==> src/rtl/div_remainder_reg.sv <==
// div_remainder_reg: 2*WIDTH-bit remainder/quotient register for the
// restoring divider. The upper half holds the partial remainder. The lower
// half starts with the dividend, which shifts out while quotient bits shift
// in at the LSB.
// Optional build macro REMAINDER_PRESHIFT_EN: the idle load writes the
// dividend already shifted left by one, so the controller skips its first
// left shift.
module div_remainder_reg #(
  parameter int WIDTH = 32
) (
  input  logic               clk,
  input  logic               rst,
  input  logic               run,
  input  logic               rdy,
  input  logic               w_ctrl_reg2,
  input  logic               SLL_ctrl,
  input  logic               SRL_ctrl,
  input  logic [WIDTH-1:0]   reg2_in,
  input  logic [WIDTH-1:0]   alu_result,
  input  logic               alu_carry,
  output logic [2*WIDTH-1:0] reg2_out,
  output logic [WIDTH-1:0]   hi
);

  logic [2*WIDTH-1:0] r_q;
  logic [2*WIDTH-1:0] r_d;
  logic [2*WIDTH-1:0] load_val;
  logic [WIDTH-1:0]   hn;
  logic               q_bit;

  // The quotient bit is 1 only on a write with no borrow. Without that, the
  // old remainder is restored rather than taking the ALU difference.
  assign q_bit = w_ctrl_reg2 & alu_carry;
  assign hn    = q_bit ? alu_result : r_q[2*WIDTH-1:WIDTH];

`ifdef REMAINDER_PRESHIFT_EN
  assign load_val = {{(WIDTH-1){1'b0}}, reg2_in, 1'b0};
`else
  assign load_val = {{WIDTH{1'b0}}, reg2_in};
`endif

  // Next-state selection: idle load, then freeze, then left shift, then
  // right shift, then plain write-back.
  always_comb begin
    r_d = r_q;
    if (!run) begin
      if (w_ctrl_reg2) r_d = load_val;
    end else if (rdy) begin
      r_d = r_q;
    end else if (SLL_ctrl) begin
      // The top bit of hn falls off. The dividend/quotient half shifts up,
      // and the quotient bit enters at the LSB.
      r_d = {hn[WIDTH-2:0], r_q[WIDTH-1:0], q_bit};
    end else if (SRL_ctrl) begin
      r_d = {1'b0, r_q[2*WIDTH-1:WIDTH+1], r_q[WIDTH-1:0]};
    end else begin
      r_d = {hn, r_q[WIDTH-1:0]};
    end
  end

  // The register itself. Reset clears it at once, regardless of the clock.
  always_ff @(posedge clk or negedge rst) begin
    if (!rst) r_q <= '0;
    else      r_q <= r_d;
  end

  assign reg2_out = r_q;
  assign hi       = r_q[2*WIDTH-1:WIDTH];

endmodule

==> config.mk <==
export PLATFORM = sky130hd
export DESIGN_NAME = div_remainder_reg
export DESIGN_NICKNAME = d
export VERILOG_FILES = /design/src/rtl/div_remainder_reg.sv
export SDC_FILE = /design/constraint.sdc
export NUM_CORES = 1
export LEC_CHECK = 0
export CORE_AREA = 2 2 117 91
export CTS_BUF_LIST = sky130_fd_sc_hd__clkbuf_16
export DETAILED_ROUTE_END_ITERATION = 16
export DIE_AREA = 0 0 119 93
export GPL_TIMING_DRIVEN = 0
export PLACE_DENSITY = 0.78
export SYNTH_ARGS = -nofsm -noshare
export SYNTH_HDL_FRONTEND = slang
export SYNTH_SLANG_ARGS = --single-unit
==> constraint.sdc <==
create_clock -name clk -period 2.1 [get_ports clk]
set_input_delay 0.315 -clock clk [delete_from_list [all_inputs] [get_ports clk]]
set_output_delay 0.315 -clock clk [all_outputs]
set_load 0.005 [all_outputs]
Word-level counts from Yosys, hierarchy flattened
Cells that the tools add are included.
W data, S select, Z words.
{"block": "word_totals", "ff_bits": 64}
{"block": "classes", "n_eq_ne": 3, "n_mux": 6, "bitwise_logic": 1, "n_reduce_logical": 4}
{"op": "$mux W64", "count": 5}
{"op": "$mux W32", "count": 1}
{"op": "$reduce_and A3 Y1", "count": 2}
{"op": "$ne A4 B1 Y1 const B", "count": 1}
{"op": "$ne A2 B1 Y1 const B", "count": 1}
{"op": "$ne A2 B2 Y1 const B", "count": 1}
{"op": "$reduce_and A2 Y1", "count": 1}
{"op": "$reduce_bool A2 Y1", "count": 1}
{"op": "$and A1 B1 Y1", "count": 1}

Longest topological paths before layout
{"block": "logic_depth", "depth_word": 6, "depth_mapped": 6, "ltp_nobuf": 4}

Least setup slack after synthesis
Ideal clock, no wire load.
{"block": "synth_path", "path_kind": "input-to-reg", "start": "input port w_ctrl_reg2", "end": "register r_q[40], in the netlist reg2_out[40]", "setup_ps": 122, "t_arrival_ps": 1142, "path_slack_ps": 836, "stages": 5, "cell_sequence": "nand2_2 -> buf_6 -> mux2i_1 -> nand2_1 -> a32o_1"}
{"block": "synth_between", "elab_chain_len": 6}
{"element": "start: declaration", "line_no": "15", "rtl": "input logic w_ctrl_reg2,"}
{"element": "$and A1 B1 Y1", "line_no": "33", "rtl": "assign q_bit = w_ctrl_reg2 & alu_carry;"}
{"element": "$mux W32", "line_no": "34", "rtl": "assign hn = q_bit ? alu_result : r_q[2*WIDTH-1:WIDTH];"}
{"element": "$mux W64", "line_no": "54", "rtl": "end else if (SRL_ctrl) begin"}
{"element": "$mux W64", "line_no": "50", "rtl": "end else if (SLL_ctrl) begin"}
{"element": "$mux W64", "line_no": "48", "rtl": "end else if (rdy) begin"}
{"element": "$mux W64", "line_no": "46", "rtl": "if (!run) begin"}
{"element": "end signal: assignment", "line_no": "64", "rtl": "else r_q <= r_d;"}
{"element": "end: declaration", "line_no": "25", "rtl": "logic [2*WIDTH-1:0] r_q;"}
Parallel ways exist; a longest one is shown, timed or not. The select of a mux whose other input is x is not followed.
A chain may end at the register's enable or synchronous reset.

Worst setup path in the final report
{"block": "layout_path", "start": "input port run", "end": "register r_q[52], in the netlist reg2_out[52]"}
{"block": "layout_between", "elab_chain_len": 2}
{"element": "start: declaration", "line_no": "13", "rtl": "input logic run,"}
{"element": "$ne A2 B2 Y1 (no source line) / $reduce_bool A2 Y1 (equally long branches)"}
{"element": "$reduce_and A2 Y1 (no source line)"}
Parallel ways exist; a longest one is shown, timed or not.

==> impl_metrics.env <==
export IMPL_synth_warnings=0
export IMPL_wl_met3_um=963
export IMPL_boundaryPins=168
export IMPL_htreeDepth=3
export IMPL_p_leak_nw=2.64
export IMPL_synth_top_cell_area_share=0.394
export IMPL_powerDensity_nw_per_um2=658
export IMPL_max_stage_delay_ns=0.50
export IMPL_layout_min_cycle_time_ns=1.73
export IMPL_nets=721
export IMPL_highest_layer="met4"
export IMPL_postCtsSetupRepairBufs=0
export IMPL_endpoint_kind="flop"
export IMPL_async_flop_share=1.00
export IMPL_drv_slew=0
export IMPL_crit_path_start_kind="input pin"
export IMPL_ctsResizeCount=0
export IMPL_first_pass_iters=5
export IMPL_crit_chain="clkdlybuf4s50_1 -> o21ai_0 -> clkbuf_1 -> a32o_1"
export IMPL_cts_num_sinks=64
export IMPL_setup_worst_path_start="run"
export IMPL_start_util=0.408
export IMPL_dp_hpwl_um=9230
export IMPL_antenna_found_initial=0
export IMPL_routed_via_density=5.49
export IMPL_cts_buffers=9
export IMPL_clockRootBuffer="clkbuf_16"
export IMPL_cp_data_arrival_time_ns=1.98
export IMPL_grt_max_degree=65
export IMPL_cts_tree="done"
export IMPL_port_buffers=166
export IMPL_m1WireLength_um=5630
export IMPL_worstPathRequired_ns=2.36
export IMPL_syn_to_final_growth_pct=51.5
export IMPL_gr_total_overflow=0
export IMPL_slew_headroom=0.448
export IMPL_setup_viol=0
export IMPL_rsz0062_at_grt="false"
export IMPL_synth_cell_type_count=23
export IMPL_synth_mux_area_frac=0.0763
export IMPL_synth_edff_count=0
export IMPL_drc=0
export IMPL_max_clock_freq_mhz=579
export IMPL_fin_crit_sh=0.822
export IMPL_wl_met2_um=5930
export IMPL_dieArea_um2=11100
export IMPL_synth_area_per_cell_um2=8.62
export IMPL_grt_usage=0.230
export IMPL_reg2reg_slack_ns=0.89
export IMPL_worst_hold_slack_ns=0.0864
export IMPL_rr_endpoint="reg2_out[38]"
export IMPL_via_count=4337
export IMPL_power_mw=4.05
export IMPL_critical_path_buf_inv_count=2
export IMPL_path_class="in -> reg"
export IMPL_synth_nets=544
export IMPL_worst_path_max_delay_cell="clkdlybuf4s50_1"
export IMPL_first_global_vias=4136
export IMPL_multiInputGateArea_um2=2010
export IMPL_drt_initial_drc_count=263
export IMPL_clock_path_buffers=2
export IMPL_skew_ns=0.00887
export IMPL_ys_flop_type="dfrtp_1"
export IMPL_synth_top_family_by_area="compound AO/OA/AOI/OAI gates"
export IMPL_reg2reg_from="reg2_out[37]"
export IMPL_insertion_delay_ns=0.33
export IMPL_routed_wl_um=12700
export IMPL_hp_class="in -> async"
export IMPL_n_antenna_cell=0
export IMPL_synthTopCellsByArea="dfrtp_1, nand2_1, a32o_1"
export IMPL_path_clk_slew_ns=0.05
export IMPL_tightest_slew_ns=0.828
export IMPL_final_hold_viol_count=0
export IMPL_ant_nets=0
export IMPL_ys_seq_area_frac=0.394
export IMPL_gp_congestion=0.866
export IMPL_largest_register_ffs=64
export IMPL_cap_violations=0
export IMPL_synthTopCellsByCount="nand2_1, dfrtp_1, buf_4, nor2b_1, a21oi_1"
export IMPL_postCtsHoldBufs=0
export IMPL_synth_area_um2=4070
export IMPL_rows=32
export IMPL_yosysTopAreaCell="dfrtp_1"
export IMPL_status="completed"
export IMPL_r2r_cells=3
export IMPL_cp_max_fo=10
export IMPL_grt_pass1_wl_um=20700
export IMPL_fillCellCount=844
export IMPL_yosysMostFrequentCell="nand2_1"
export IMPL_chipWidth_um=119
export IMPL_die_h_um=93
export IMPL_routedWlPerCell_um=16.1
export IMPL_synth_compound_area_share=0.273
export IMPL_register_area_um2=1600
export IMPL_synthAdderAreaFrac=0
export IMPL_yosys_area_share_simple=0.145
export IMPL_netlist_instances=472
export IMPL_crit_family="buffers and inverters"
export IMPL_core_area_um2=9970
export IMPL_vdd_drop_max_mv=0.391
export IMPL_synth_xor_area_share=0
export IMPL_synth_seq_cells=64
export IMPL_drive_gt1_frac=0.0994
[how the worst max path moves through the flow]
stage | endpoint | slack [ns] | cells past startpoint
5_1_grt | reg2_out[47] | 0.25 | 4
6_report | reg2_out[52] | 0.37 | 4
3_5_place_dp | reg2_out[10] | 0.06 | 7
4_1_cts | reg2_out[37] | 0.36 | 2
2_1_floorplan | reg2_out[40] | 0.84 | 5
3_3_place_gp | reg2_out[17] | -1.49 | 1
[layout make-up]
type                       instances  area share
buffer                            76      0.0727
clock buffer                       9      0.0366
clock inverter                     7     0.00650
inverter                           2     0.00122
multi-input combinational        330       0.326
sequential                        64       0.260
tap                              136      0.0276
timing repair buffer             166       0.269
[kinds of logic (layout without fill, tap and decap cells)]
| family | after synthesis | after routing |
|---|---|---|
| mux | 31 | 31 |
| simple gates | 134 | 134 |
| compound gates | 165 | 165 |
| buf+inv | 78 | 260 |
| flops | 64 | 64 |
[report_power, final]
part	internal (mW)	switching (mW)	total, mW
clock	0.784	0.546	1.33
combinational	0.720	0.468	1.19
sequential	1.37	0.168	1.54
total	2.87	1.18	4.05
[per-stage QoR]
step / instances / setup TNS [ns] / area [µm²] / utilization / setup WS (ns)
after global routing: 790 / 0 / 6160 / 0.618 / 0.254
final: 790 / 0 / 6160 / 0.618 / 0.374
after detailed placement: 774 / 0 / 5900 / 0.591 / 0.0553
after global placement: 774 / -95.42 / 5900 / 0.592 / -1.49
after CTS: 790 / 0 / 6160 / 0.618 / 0.357
after floorplan: 472 / 0 / 4070 / - / 0.836
[layer usage]
| layer | vias to the layer above | global-route usage |
|---|---|---|
| met3 | 21 | 0.0579 |
| li1 | 2035 | - |
| met4 | 0 | 0.0635 |
| met5 | - | 0 |
| met2 | 199 | 0.360 |
| met1 | 2082 | 0.318 |
[cells in the final DEF (no fill, tap or decap)]
cell type        instances
nor2b_1                 33
o21ai_1                  7
o21a_1                   1
clkinvlp_4               3
clkinv_2                 2
nor2_1                   2
o2bb2ai_1                1
a211oi_1                31
nand2_1                 97
buf_1                    3
clkbuf_1                24
a22o_1                   1
o21ai_0                 29
clkdlybuf4s50_1        165
a31oi_1                 31
clkinv_1                 1
nand2_2                  1
a32o_1                  31
mux2i_1                 31
o22ai_1                  1
buf_4                   34
inv_1                    3
buf_6                    3
clkbuf_16                9
nand2b_1                 1
a21oi_1                 32
dfrtp_1                 64
buf_2                   13
No activity file was read; power rests on OpenSTA's default activity.
